==> config.mk <==
export PLATFORM = sky130hd
export DESIGN_NAME = move_sequencer
export DESIGN_NICKNAME = d
export VERILOG_FILES = /design/src/rtl/move_sequencer.sv
export SDC_FILE = /design/constraint.sdc
export NUM_CORES = 1
export LEC_CHECK = 0
export CAP_MARGIN = 20
export CORE_MARGIN = 5
export CORE_UTILIZATION = 55
export DETAILED_ROUTE_END_ITERATION = 10
export PLACE_DENSITY = 0.73
export SETUP_SLACK_MARGIN = 0.4
export SYNTH_ARGS = -nofsm -noshare
export SYNTH_HDL_FRONTEND = slang
export SYNTH_SLANG_ARGS = --single-unit
==> constraint.sdc <==
create_clock -name clk -period 7 [get_ports clk]
set_clock_uncertainty 0.2 [all_clocks]
set_input_delay 0.7 -clock clk [delete_from_list [all_inputs] [get_ports clk]]
set_output_delay 0.7 -clock clk [all_outputs]
set_load 0.01 [all_outputs]
==> src/rtl/move_sequencer.sv <==
// Expands move/undo commands into one or two board-update beats and keeps a LIFO move history.
// Optional HIST_OVERWRITE_EN turns the history into a ring buffer that overwrites the oldest move when full.
module move_sequencer #(
  parameter int DEPTH = 16,
  parameter int PTR_W = 4
) (
  input  logic             clk,
  input  logic             clear,
  input  logic             cmd_valid,
  output logic             cmd_ready,
  input  logic             cmd_undo,
  input  logic [5:0]       cmd_from,
  input  logic [5:0]       cmd_to,
  input  logic [5:0]       cmd_moving,
  input  logic [5:0]       cmd_captured,
  input  logic [2:0]       cmd_castling,
  input  logic [4:0]       cmd_enpassant,
  output logic             upd_enable,
  output logic [63:0]      upd_initialPosition,
  output logic [63:0]      upd_movedPosition,
  output logic [5:0]       upd_movingPiece,
  output logic [5:0]       upd_capturedPiece,
  output logic [2:0]       upd_castling,
  output logic [4:0]       upd_enpassant,
  output logic             upd_undo,
  output logic             color_type,
  output logic             busy,
  output logic [PTR_W:0]   hist_count,
  output logic             err
);

  localparam logic [1:0] S_IDLE = 2'd0;
  localparam logic [1:0] S_B1   = 2'd1;
  localparam logic [1:0] S_B2   = 2'd2;
  localparam logic [1:0] S_FIN  = 2'd3;

  localparam logic [PTR_W:0] DEPTH_C = (PTR_W+1)'(DEPTH);

`ifdef HIST_OVERWRITE_EN
  localparam logic OVERWRITE = 1'b1;
`else
  localparam logic OVERWRITE = 1'b0;
`endif

  typedef struct packed {
    logic [5:0] src;
    logic [5:0] dst;
    logic [5:0] moving;
    logic [5:0] captured;
    logic [2:0] castling;
    logic [4:0] enpassant;
  } entry_t;

  typedef struct packed {
    logic [63:0] init;
    logic [63:0] moved;
    logic [5:0]  piece;
    logic [5:0]  cap;
  } beat_t;

  // The main beat moves the piece; the secondary beat moves the rook or clears/restores the
  // en passant victim. An undo runs the same beat with source and destination swapped.
  function automatic beat_t make_beat(input entry_t e, input logic side,
                                      input logic secondary, input logic undo);
    logic [5:0] base;
    logic [5:0] a;
    logic [5:0] b;
    beat_t      bt;
    base = side ? 6'd56 : 6'd0;
    bt   = '0;
    a    = '0;
    b    = '0;
    if (!secondary) begin
      a        = e.src;
      b        = e.dst;
      bt.piece = e.moving;
      bt.cap   = e.captured;
    end else if (e.castling != 3'b001) begin
      a        = e.castling[2] ? base + 6'd7 : base;
      b        = e.castling[2] ? base + 6'd5 : base + 6'd3;
      bt.piece = 6'b000010;
    end else begin
      a      = {e.src[5:3], e.dst[2:0]};
      b      = a;
      bt.cap = 6'b000001;
    end
    bt.init  = 64'd1 << (undo ? b : a);
    bt.moved = 64'd1 << (undo ? a : b);
    return bt;
  endfunction

  entry_t hist_q [DEPTH];

  logic [1:0]       state_q, state_d;
  entry_t           entry_q, entry_d;
  logic             undo_q, undo_d;
  logic             two_q, two_d;
  logic             side_q, side_d;
  logic             color_q, color_d;
  logic [PTR_W:0]   count_q, count_d;
  logic [PTR_W-1:0] top_q, top_d;
  logic             err_q, err_d;
  logic             ready_q, ready_d;
  logic             busy_q, busy_d;
  logic             upd_en_q, upd_en_d;
  beat_t            beat_q, beat_d;
  logic [2:0]       upd_cas_q, upd_cas_d;
  logic [4:0]       upd_ep_q, upd_ep_d;
  logic             upd_undo_q, upd_undo_d;

  logic [PTR_W-1:0] top_idx;
  entry_t           cmd_entry;
  entry_t           sel_entry;
  logic             sel_two;
  logic             sel_side;
  logic             reject;

  always_comb begin
    top_idx   = top_q - PTR_W'(1);
    cmd_entry = '{src: cmd_from, dst: cmd_to, moving: cmd_moving, captured: cmd_captured,
                  castling: cmd_castling, enpassant: cmd_enpassant};
    sel_entry = cmd_undo ? hist_q[top_idx] : cmd_entry;
    sel_two   = (sel_entry.castling != 3'b001) || (sel_entry.enpassant != 5'b00001);
    // An undo replays the move of the side that is not currently to move.
    sel_side  = cmd_undo ? ~color_q : color_q;
    if (cmd_undo)
      reject = (count_q == '0);
    else
      reject = ((cmd_castling != 3'b001) && (cmd_enpassant != 5'b00001)) ||
               ((count_q == DEPTH_C) && !OVERWRITE);
  end

  always_comb begin
    state_d    = state_q;
    entry_d    = entry_q;
    undo_d     = undo_q;
    two_d      = two_q;
    side_d     = side_q;
    color_d    = color_q;
    count_d    = count_q;
    top_d      = top_q;
    err_d      = 1'b0;
    upd_en_d   = 1'b0;
    beat_d     = '0;
    upd_cas_d  = '0;
    upd_ep_d   = '0;
    upd_undo_d = 1'b0;
    case (state_q)
      S_IDLE: begin
        if (cmd_valid && ready_q) begin
          if (reject) begin
            err_d = 1'b1;
          end else begin
            state_d    = S_B1;
            entry_d    = sel_entry;
            undo_d     = cmd_undo;
            two_d      = sel_two;
            side_d     = sel_side;
            upd_en_d   = 1'b1;
            beat_d     = make_beat(sel_entry, sel_side, cmd_undo && sel_two, cmd_undo);
            upd_cas_d  = sel_entry.castling;
            upd_ep_d   = sel_entry.enpassant;
            upd_undo_d = cmd_undo;
          end
        end
      end
      S_B1: begin
        if (two_q) begin
          state_d    = S_B2;
          upd_en_d   = 1'b1;
          beat_d     = make_beat(entry_q, side_q, !undo_q, undo_q);
          upd_cas_d  = entry_q.castling;
          upd_ep_d   = entry_q.enpassant;
          upd_undo_d = undo_q;
        end else begin
          state_d = S_FIN;
        end
      end
      S_B2: state_d = S_FIN;
      S_FIN: begin
        state_d = S_IDLE;
        color_d = ~color_q;
        if (undo_q) begin
          count_d = count_q - 1'b1;
          top_d   = top_q - 1'b1;
        end else begin
          top_d = top_q + 1'b1;
          if (count_q != DEPTH_C)
            count_d = count_q + 1'b1;
        end
      end
      default: state_d = S_IDLE;
    endcase
    ready_d = (state_d == S_IDLE);
    busy_d  = (state_d != S_IDLE);
  end

  always_ff @(posedge clk) begin
    if (clear) begin
      state_q    <= S_IDLE;
      entry_q    <= '0;
      undo_q     <= 1'b0;
      two_q      <= 1'b0;
      side_q     <= 1'b0;
      color_q    <= 1'b0;
      count_q    <= '0;
      top_q      <= '0;
      err_q      <= 1'b0;
      ready_q    <= 1'b0;
      busy_q     <= 1'b0;
      upd_en_q   <= 1'b0;
      beat_q     <= '0;
      upd_cas_q  <= '0;
      upd_ep_q   <= '0;
      upd_undo_q <= 1'b0;
    end else begin
      state_q    <= state_d;
      entry_q    <= entry_d;
      undo_q     <= undo_d;
      two_q      <= two_d;
      side_q     <= side_d;
      color_q    <= color_d;
      count_q    <= count_d;
      top_q      <= top_d;
      err_q      <= err_d;
      ready_q    <= ready_d;
      busy_q     <= busy_d;
      upd_en_q   <= upd_en_d;
      beat_q     <= beat_d;
      upd_cas_q  <= upd_cas_d;
      upd_ep_q   <= upd_ep_d;
      upd_undo_q <= upd_undo_d;
    end
  end

  // When full in ring mode, top_q already points at the oldest slot, so a push overwrites it.
  always_ff @(posedge clk) begin
    if (!clear && (state_q == S_FIN) && !undo_q)
      hist_q[top_q] <= entry_q;
  end

  assign cmd_ready           = ready_q;
  assign upd_enable          = upd_en_q;
  assign upd_initialPosition = beat_q.init;
  assign upd_movedPosition   = beat_q.moved;
  assign upd_movingPiece     = beat_q.piece;
  assign upd_capturedPiece   = beat_q.cap;
  assign upd_castling        = upd_cas_q;
  assign upd_enpassant       = upd_ep_q;
  assign upd_undo            = upd_undo_q;
  assign color_type          = color_q;
  assign busy                = busy_q;
  assign hist_count          = count_q;
  assign err                 = err_q;

endmodule
==> run_results.csv, run 1 <==
group,metric,value,unit
run_status,status,"complete, no violations",
global_routing,antenna_found_initial,2,
clock_tree,clk_path_buf_depth,3,
drt,postRouteAntennaNets,0,
clock_tree,clk-insertion-delay-late,0.61,ns
setup_path,crit_path_start_kind,"flop",
floorplan,row_count,81,
drt,dr.pass1.iters,6,
timing,slew_violations,0,
setup_path,cp_max_fo,45,
timing,min_period,5.29,ns
synth,synth-edff-count,512,
drt,drt_wl_total,71000,µm
floorplan,start_util,0.558,
synth,async_flop_share,0,
floorplan,chipWidth,233,µm
drt,wire_per_inst,27.7,µm
drt,post_drt_via_cell_ratio,6.40,
power,seq_power_share,0.489,
placed_design,hpwl,41400,µm
setup_path,cp.required,7.31,ns
clock_tree,cts_buffers,70,
synth,synth.distinct_cells,69,
cells_and_area,diodes,0,
floorplan,core_area,49200,µm²
global_routing,grt_usage,0.261,
synth,ys_seq_elements,712,
power,ir_drop,226,µV
clock_tree,postCtsHoldBufs,0,
floorplan,die-area,54500,µm²
timing,hold_viol,0,
drt,first_iter_violations,1882,
power,net-switching-power,2150,µW
synth,syn_area_per_cell,16.8,µm²
min_path,hp-class,"flop to flop",
synth,yosysSeqAreaShare,0.706,
global_routing,grt-ovfl-total,0,
timing,max_slew_margin,0.250,
placed_design,place_ws,1.72,ns
synth,synth_warnings,0,
setup_path,cp-end-kind,"flop",
synth,netlist_area,27400,µm²
power,p_int,7160,µW
cells_and_area,drive_gt1_frac,0.177,
floorplan,io_pins,195,
synth,synthesis.nets,1682,
synth,syn_inst,1633,
timing,setup-violations-final,0,
min_path,min_path_cells,2,
clock_tree,cts_resized,0,
drt,num_vias,16400,
synth,synthFlopType,"edfxtp_1",
timing,tightest_slew,1.12,ns
timing,rsz0062_at_grt,"no",
power,swShare,0.231,
clock_tree,root_buffer,"clkbuf_16",
cells_and_area,nets,1888,
drt,drc,0,
power,power.leakage,0.0105,µW
floorplan,fp.dieH,233,µm
timing,setup_slack,1.71,ns
clock_tree,clk_pin_slew,0.06,ns
clock_tree,cts_htree_levels,3,
clock_tree,cts_tree,"built",
timing,max_freq,0.189,GHz
placed_design,port_buffers,194,
cells_and_area,n_fill_cell,3318,
clock_tree,post_cts_buffers,0,
global_routing,grt_max_degree,126,
setup_path,rr_worst_depth,11,
setup_path,cp.arrival,5.60,ns
power,p_clk_frac,0.412,
placed_design,gp_congestion,0.883,
run,maxCapViolations,0,
cells_and_area,area_growth,18.5,%
timing,fin_crit_sh,0.756,
global_routing,grt_pass1_vias,16000,
setup_path,path_class,"flop to flop",
power,power.density,286,nW/µm²
global_routing,grt_pass1_wl,105000,µm
power,p_comb_frac,0.098,
timing,fin_tns_setup,0,ns
clock_tree,numClockSinks,712,
stage by stage:
stage | hold slack [ns] | cell area [µm²] | power [µW] | instances | utilization
after floorplan | 0.261 | 27400 | 5280 | 1633 | -
after global placement | 0.292 | 30100 | 5530 | 2429 | 0.613
after detailed placement | 0.307 | 30100 | 5550 | 2430 | 0.613
after CTS | 0.318 | 32500 | 9370 | 2559 | 0.662
after global routing | 0.352 | 32500 | 9620 | 2560 | 0.662
final | 0.327 | 32500 | 9310 | 2560 | 0.662
power groups by stage:
stage          clock (µW)  combinational, µW  sequential (µW)
2_1_floorplan           0                653             4630
3_3_place_gp            0                890             4640
3_5_place_dp            0                902             4650
4_1_cts              3900                908             4550
5_1_grt              4090                970             4560
6_report             3840                914             4550
area by class of cell:
cell class / count / area [µm²] / share of cell area
tap: 664 / 831 / 0.0255
clock inverter: 28 / 280 / 0.00862
multi-input combinational: 813 / 7670 / 0.236
clock buffer: 101 / 2110 / 0.0648
timing repair buffer: 229 / 2200 / 0.0678
inverter: 13 / 48.8 / 0.00150
sequential: 712 / 19400 / 0.596
flip-flops by register name (all words and copies together) (netlist names), 2 cells and up:
register	count
upd_enpassant	5
upd_movingPiece	6
state_q	2
hist_q	512
upd_capturedPiece	6
entry_q	32
top_q	4
upd_movedPosition	64
hist_count	5
upd_castling	3
upd_initialPosition	64
cell families (layout without fill, tap and decap cells):
family | count (synthesis) | count (layout) | share of synthesized area
and+or+nand+nor | 330 | 330 | 0.0578
AOI/OAI and AO/OA | 263 | 263 | 0.0649
muxes | 194 | 194 | 0.141
DFF | 712 | 712 | 0.706
xor gates and xnor gates | 13 | 13 | 0.00415
buffers and inverters | 108 | 371 | 0.0194
adders and majority gates | 13 | 13 | 0.00620
synth_stat cells (all sizes together), types with 12 or more instances:
cell | count | area (µm²)
nand2 | 101 | 379
nor2 | 96 | 360
nor2b | 14 | 87.6
clkbuf | 48 | 180
mux4 | 147 | 3390
o21ai | 12 | 60.1
a211oi | 28 | 210
ha | 12 | 150
mux2i | 36 | 360
edfxtp | 512 | 15400
o22ai | 114 | 719
nand3 | 29 | 150
o32ai | 19 | 189
nor3 | 17 | 85.1
inv | 13 | 48.8
dfxtp | 200 | 4000
buf | 47 | 304
a21oi | 49 | 245
cells in the final DEF, fill, tap and decap left out, types with 6 or more instances in the layout:
cell             netlist  routed
mux4_1                22      22
nand3_1               28      28
edfxtp_1             512     512
ha_1                  12      11
mux2i_1               36      36
o32ai_1               16      16
mux4_2               125     125
clkbuf_8               0      13
nand4_1                9       9
o22ai_1              113     113
clkbuf_16              0      75
nor4_1                 6       6
and2_1                 8       8
buf_4                  0      33
nor2_1                96      83
nor2_4                 0      13
nor2b_1               14      14
inv_1                 13      14
clkinv_2               0      12
a21oi_1               49      49
clkdlybuf4s50_1        0     192
nand2b_1              11      11
dfxtp_1              200     199
nor3_1                17      13
nand2_1              101     101
mux2_2                11      11
a22oi_1                7       7
a21o_1                 6       6
xnor2_1                8       7
clkbuf_1              48      11
o21ai_0               10      10
a211oi_1              28      28
worst max-delay path, cell delays in order (launching register included):
cell and delay [ns]:
dfxtp_4 0.50, inv_1 0.15, ha_4 0.73, buf_4 0.51
mux4_2 0.38, mux2_2 0.28, o22ai_2 0.29, o211ai_2 0.29
and3_1 0.35, or4_1 0.71, or4b_4 0.60, o22ai_1 0.19
per-layer routing:
metal	share of wire	global-route usage	vias to the layer above
met3	0.098	0.0425	140
li1	-	-	6968
met5	0.00018	0	-
met2	0.48	0.425	1043
met4	0.033	0.0929	2
met1	0.38	0.363	8239
final timing paths:
path	start	slack [ns]	endpoint
setup / recovery	top_q[0]$_SDFFE_PP0N_	1.71	upd_movedPosition[59]$_SDFF_PP0_
setup reg to reg	top_q[0]$_SDFFE_PP0N_	1.71	upd_movedPosition[59]$_SDFF_PP0_
hold reg to reg	two_q$_SDFFE_PP0P_	0.33	two_q$_SDFFE_PP0P_
hold / removal	two_q$_SDFFE_PP0P_	0.33	two_q$_SDFFE_PP0P_
(Power assumes the default switching activity.)
==> run 2, diff against run 1 <==
==> constraint.sdc (replaced) <==
create_clock -name clk -period 4.9 [get_ports clk]
set_clock_uncertainty 0.2 [all_clocks]
set_input_delay 0.49 -clock clk [delete_from_list [all_inputs] [get_ports clk]]
set_output_delay 0.49 -clock clk [all_outputs]
set_load 0.01 [all_outputs]
==> run_results.csv, run 2 (same netlist as run 1, synthesis figures left out) <==
group,metric,value,unit
cells_and_area,layout_common_cells,"edfxtp_1, dfxtp_1, clkdlybuf4s50_1",
timing,fin_tns_setup,0,ns
placed_design,gp_congestion,0.929,
timing,fin_crit_sh,0.877,
cells_and_area,diodes,0,
timing,max_freq,0.233,GHz
cells_and_area,drive_gt1_frac,0.198,
floorplan,io_pins,195,
setup_path,crit_chain,"or4_4 > a21o_2 > o221ai_1 > nor4b_2 > buf_4 > nand3_1 > a31oi_2 > nand3_1 > o32ai_1",
clock_tree,cts_buffers,71,
power,ir_drop,265,µV
clock_tree,root_buffer,"clkbuf_16",
setup_path,worst_path_most_repeated_cell,"nand3_1",
timing,hold_viol,0,
setup_path,reg2reg_setup_slack,0.60,ns
setup_path,r2r-end,"upd_movedPosition[3]$_SDFF_PP0_",
clock_tree,clk_pin_slew,0.06,ns
power,power.leakage,0.0107,µW
global_routing,grt_pass1_wl,106000,µm
placed_design,port_buffers,194,
global_routing,grt-ovfl-total,0,
floorplan,fp.dieH,233,µm
setup_path,cp.required,5.20,ns
clock_tree,clk-insertion-delay-late,0.61,ns
setup_path,timing.rr.start,"top_q[3]$_SDFFE_PP0N_",
global_routing,antenna_found_initial,0,
setup_path,cp.depth,9,
drt,postRouteAntennaNets,0,
setup_path,crit_end,"upd_movedPosition[3]$_SDFF_PP0_",
setup_path,rr_worst_depth,9,
cells_and_area,final_cell_area,33000,µm²
cells_and_area,nets,1924,
setup_path,cp.arrival,4.59,ns
clock_tree,cts_htree_levels,3,
setup_path,crit_path_start_kind,"flop",
timing,tightest_slew,0.901,ns
global_routing,grt_pass1_vias,16200,
cells_and_area,top_register,"hist_q",
placed_design,place_area,30400,µm²
min_path,hp-class,"input port to flop",
drt,wire_per_inst,27.9,µm
cells_and_area,final_core_util,0.671,
timing,rsz0062_at_grt,"no",
clock_tree,numClockSinks,712,
cells_and_area,final_common_cell,"edfxtp_1",
floorplan,row_count,81,
timing,min_period,4.30,ns
setup_path,cp_max_fo,11,
placed_design,hpwl,42900,µm
drt,num_vias,16600,
setup_path,critPathTopFamily,"simple AND/OR/NAND/NOR gates",
drt,drt_wl_total,72300,µm
setup_path,critical_path.max_stage_delay,0.63,ns
drt,dr.pass1.iters,5,
run_status,status,"complete, no violations",
setup_path,crit_slowest_cell,"or4_4",
drt,drc,0,
setup_path,path_class,"flop to flop",
clock_tree,clk_path_buf_depth,3,
cells_and_area,n_fill_cell,3230,
timing,slew_violations,0,
setup_path,startpoint,"top_q[3]$_SDFFE_PP0N_",
setup_path,cp-end-kind,"flop",
clock_tree,cts_tree,"built",
floorplan,core_area,49200,µm²
cells_and_area,area_growth,20.1,%
drt,first_iter_violations,2008,
timing,setup-violations-final,0,
global_routing,grt_usage,0.263,
drt,post_drt_via_cell_ratio,6.38,
cells_and_area,largest_reg_flops,512,
setup_path,critPathBufInv,1,
timing,max_slew_margin,0.398,
power,power.density,406,nW/µm²
floorplan,die-area,54500,µm²
floorplan,chipWidth,233,µm
run,maxCapViolations,0,
floorplan,start_util,0.558,
global_routing,grt_max_degree,65,
==> run 2: cell types whose count changed in the layout (fill, tap and decap cells not counted), sizes merged <==
cell,change
inv,-1
clkbuf,-1
clkinvlp,+1
buf,+35
clkinv,+3
==> run 2: worst min path at each step <==
stage / from / to / slack (ns) / depth (start not counted)
floorplan: two_q$_SDFFE_PP0P_ / two_q$_SDFFE_PP0P_ / 0.26 / 2
global placement: two_q$_SDFFE_PP0P_ / two_q$_SDFFE_PP0P_ / 0.30 / 2
detailed placement: two_q$_SDFFE_PP0P_ / two_q$_SDFFE_PP0P_ / 0.31 / 2
CTS: clear / hist_count[0]$_SDFFE_PP0P_ / 0.21 / 2
global route: clear / hist_count[0]$_SDFFE_PP0P_ / 0.25 / 2
finish: clear / hist_count[0]$_SDFFE_PP0P_ / 0.24 / 2
==> run 2: repair_timing <==
item | CTS | global route
hold buffers | 0 | 0
setup buffers | 1 | 17
gates resized for setup | 1 | 8
gates cloned | 0 | 1
setup endpoints to repair | 60 | 128
pin swaps | 1 | 2
==> run 2: report_power, final <==
part	total (µW)	switching, µW	internal [µW]
clock network	5460	2290	3160
registers	6500	57.7	6450
logic	1410	793	621
total	13400	3140	10200
==> run 2: stage by stage <==
step	worst slack [ns]	hold slack, ns	power (µW)	instances
after floorplan	0.240	0.261	7610	1633
after global placement	0.371	0.303	7960	2447
after detailed placement	0.322	0.307	7980	2447
after CTS	0.445	0.207	13400	2579
after global routing	0.432	0.253	13800	2597
final	0.602	0.238	13400	2597
==> run 2: routing by layer <==
metal | track usage | up-vias | part of all wire
li1 | - | 7045 | -
met1 | 0.356 | 8329 | 0.38
met2 | 0.444 | 1035 | 0.49
met3 | 0.0418 | 161 | 0.094
met4 | 0.0830 | 0 | 0.030
met5 | 0 | - | 0
==> run 2: cell type report <==
class                      instances  area (µm²)  area share
clock inverter                    31         324     0.00983
timing repair buffer             264        2540      0.0770
tap                              664         831      0.0252
clock buffer                     100        2050      0.0621
multi-input combinational        813        7790       0.236
inverter                          13        51.3     0.00156
sequential                       712       19400       0.588
==> run 2: worst register-to-register path, cell delays in order, from the launching register on <==
cell and delay (ns):
dfxtp_1 0.48, or4_4 0.63, a21o_2 0.37, o221ai_1 0.41, nor4b_2 0.34, buf_4 0.26, nand3_1 0.23, a31oi_2 0.42
nand3_1 0.44, o32ai_1 0.42
==> run 3, diff against run 2 <==
--- a/config.mk
+++ b/config.mk
@@ -5,6 +5,7 @@
 export SDC_FILE = /design/constraint.sdc
 export NUM_CORES = 1
 export LEC_CHECK = 0
+export ABC_AREA = 1
 export CAP_MARGIN = 20
 export CORE_MARGIN = 5
 export CORE_UTILIZATION = 55
==> run_results.csv, run 3 <==
group,metric,value,unit
setup_path,timing.rr.start,"top_q[1]$_SDFFE_PP0N_",
power,ir_drop,255,µV
placed_design,port_buffers,194,
synth,synth_top_cell_by_area,"edfxtp_1",
global_routing,antenna_found_initial,8,
timing,setup-violations-final,0,
clock_tree,post_cts_buffers,0,
clock_tree,numClockSinks,712,
synth,yosys.cell_count.top_type,"edfxtp_1",
setup_path,cp_max_fo,29,
setup_path,r2r-end,"upd_initialPosition[32]$_SDFF_PP0_",
synth,synth_compound_area_frac,0.110,
synth,synthSimpleGateAreaFrac,0.180,
floorplan,core_area,53500,µm²
power,power.leakage,0.0122,µW
timing,hold_viol,0,
timing,min_period,4.27,ns
global_routing,grt_pass1_vias,21600,
clock_tree,clk-insertion-delay-late,0.62,ns
drt,drc,0,
cells_and_area,final_common_cell,"edfxtp_1",
min_path,holdPathEnd,"state_q[0]$_SDFF_PP0_",
global_routing,grt-ovfl-total,0,
placed_design,place_ws,0.505,ns
synth,synth_warnings,0,
setup_path,rr_worst_depth,15,
synth,netlist_top_cells_area,"edfxtp_1, dfxtp_1, nand2_1, nand3_1, a21oi_1",
synth,synth_xor_area_frac,0.00178,
floorplan,row_count,85,
synth,synthesis.nets,2855,
drt,wire_per_inst,23.4,µm
placed_design,hpwl,50300,µm
cells_and_area,layout_common_cells,"edfxtp_1, nand2_1, nor2_1",
timing,max_slew_margin,0.319,
floorplan,chipWidth,242,µm
cells_and_area,nets,2993,
clock_tree,root_buffer,"clkbuf_16",
timing,setup_slack,0.634,ns
synth,syn_area_per_cell,10.5,µm²
floorplan,start_util,0.552,
timing,tightest_slew,1.02,ns
timing,max_freq,0.234,GHz
clock_tree,cts_htree_levels,3,
setup_path,reg2reg_setup_slack,0.63,ns
setup_path,cp.required,5.18,ns
timing,fin_crit_sh,0.871,
cells_and_area,final_core_util,0.643,
global_routing,grt_pass1_wl,130000,µm
cells_and_area,largest_reg_flops,512,
setup_path,path_class,"flop to flop",
clock_tree,clk_path_buf_depth,3,
timing,hold_slack,0.0644,ns
global_routing,grt_max_degree,265,
run,maxCapViolations,0,
clock_tree,clk_pin_slew,0.06,ns
synth,synth-edff-count,512,
drt,dr.pass1.iters,6,
setup_path,cp-end-kind,"flop",
synth,ys_top_cells_by_count,"edfxtp_1, nand2_1, nor2_1",
drt,post_drt_via_cell_ratio,6.17,
cells_and_area,drive_gt1_frac,0.0917,
cells_and_area,multi_input_area,8980,µm²
synth,synth_fa_ha_area_frac,0.00576,
cells_and_area,area_growth,16.4,%
setup_path,crit_path_start_kind,"flop",
floorplan,fp.dieH,242,µm
run_status,status,"complete, no violations",
cells_and_area,n_fill_cell,4109,
synth,synthFlopType,"edfxtp_1",
drt,drt_wl_total,86600,µm
cells_and_area,regArea,19400,µm²
synth,yosysSeqAreaShare,0.656,
timing,rsz0062_at_grt,"no",
power,power.total,12000,µW
min_path,holdCritStartpoint,"clear",
synth,async_flop_share,0,
clock_tree,cts_buffers,73,
setup_path,startpoint,"top_q[1]$_SDFFE_PP0N_",
synth,syn_inst,2806,
min_path,hp-class,"input port to flop",
global_routing,grt_usage,0.282,
synth,synth.top_cell.area_share,0.520,
drt,num_vias,22800,
synth,muxShareOfSynthArea,0,
synth,netlist_area,29600,µm²
synth,synth_top_family_by_area,"simple AND/OR/NAND/NOR gates",
floorplan,die-area,58500,µm²
clock_tree,cts_tree,"built",
placed_design,gp_congestion,0.892,
drt,first_iter_violations,3210,
synth,ys_seq_elements,712,
timing,slew_violations,0,
power,power.density,349,nW/µm²
cells_and_area,top_register,"hist_q",
floorplan,io_pins,195,
drt,postRouteAntennaNets,0,
setup_path,cp.arrival,4.54,ns
synth,synth.distinct_cells,45,
timing,fin_tns_setup,0,ns
min_path,min_path_cells,2,
run 3: cell count changes after synthesis, moves of 27 or more:
| cell | delta |
|---|---|
| a211oi_1 | -27 |
| a21oi_1 | +182 |
| buf_2 | +45 |
| clkbuf_1 | +36 |
| inv_1 | +68 |
| mux2i_1 | -36 |
| mux4_2 | -125 |
| nand2_1 | +395 |
| nand3_1 | +235 |
| nand4_1 | +58 |
| nor2_1 | +211 |
| o211ai_1 | +37 |
| o21ai_0 | +195 |
| o22ai_1 | -88 |
run 3: cell type report:
type / count / share of cell area
Tap cell: 696 / 0.0253
Inverter: 91 / 0.0101
Clock inverter: 31 / 0.00760
Timing Repair Buffer: 259 / 0.0745
Multi-Input combinational cell: 1807 / 0.261
Sequential cell: 712 / 0.563
Clock buffer: 98 / 0.0576
Antenna cell: 5 / 0.000364
run 3: per-stage QoR:
step                cell area [µm²]  std cells
floorplan                     29600       2806
global placement              32100       3562
detailed placement            32100       3562
CTS                           34300       3691
global route                  34400       3697
finish                        34400       3699
run 3: worst max path at each step:
stage,to,slack [ns],cells past startpoint
after floorplan,upd_initialPosition[6]$_SDFF_PP0_,0.76,25
after global placement,upd_initialPosition[42]$_SDFF_PP0_,0.69,20
after detailed placement,upd_initialPosition[32]$_SDFF_PP0_,0.50,20
after CTS,upd_initialPosition[32]$_SDFF_PP0_,0.48,20
after global routing,upd_movedPosition[46]$_SDFF_PP0_,0.47,17
final,upd_initialPosition[32]$_SDFF_PP0_,0.63,15
run 3: where the power goes:
part	switching [µW]	total (µW)	internal [µW]
Clock	2290	5250	2960
Combinational	242	324	82.2
Sequential	20.5	6420	6400
run 3: metal layers:
layer,global-route usage,routed length (µm),up-vias
met4,0.0841,2220,6
met2,0.437,39600,1470
met1,0.398,34700,10900
met3,0.0724,10000,184
met5,0,37,-
li1,-,-,10200
run 3: worst max-delay path: stages, from the launching register on:
cell and delay, ns:
dfxtp_1 0.34, inv_1 0.20, nand3_2 0.12, nand2_1 0.09
nand2_2 0.23, inv_2 0.44, buf_4 0.52, nand3_1 0.14
nand3_1 0.18, o21ai_1 0.15, o21ai_0 0.30, a21oi_2 0.10
a21oi_2 0.74, nor2_2 0.15, nand3_1 0.12, a21oi_1 0.09
run 3: kinds of logic (layout without fill, tap and decap cells):
logic type	after synthesis	count (layout)
xor gates and xnor gates	6	6
DFF	712	712
buffers and inverters	288	479
other	0	5
and+or+nand+nor	1212	1213
AOI/OAI and AO/OA	575	575
adders and majority gates	13	13
run 3: repair_timing:
action	CTS	global route
hold buffers	0	0
hold endpoints to repair	0	0
resized for setup	0	4
setup endpoints to repair	0	35
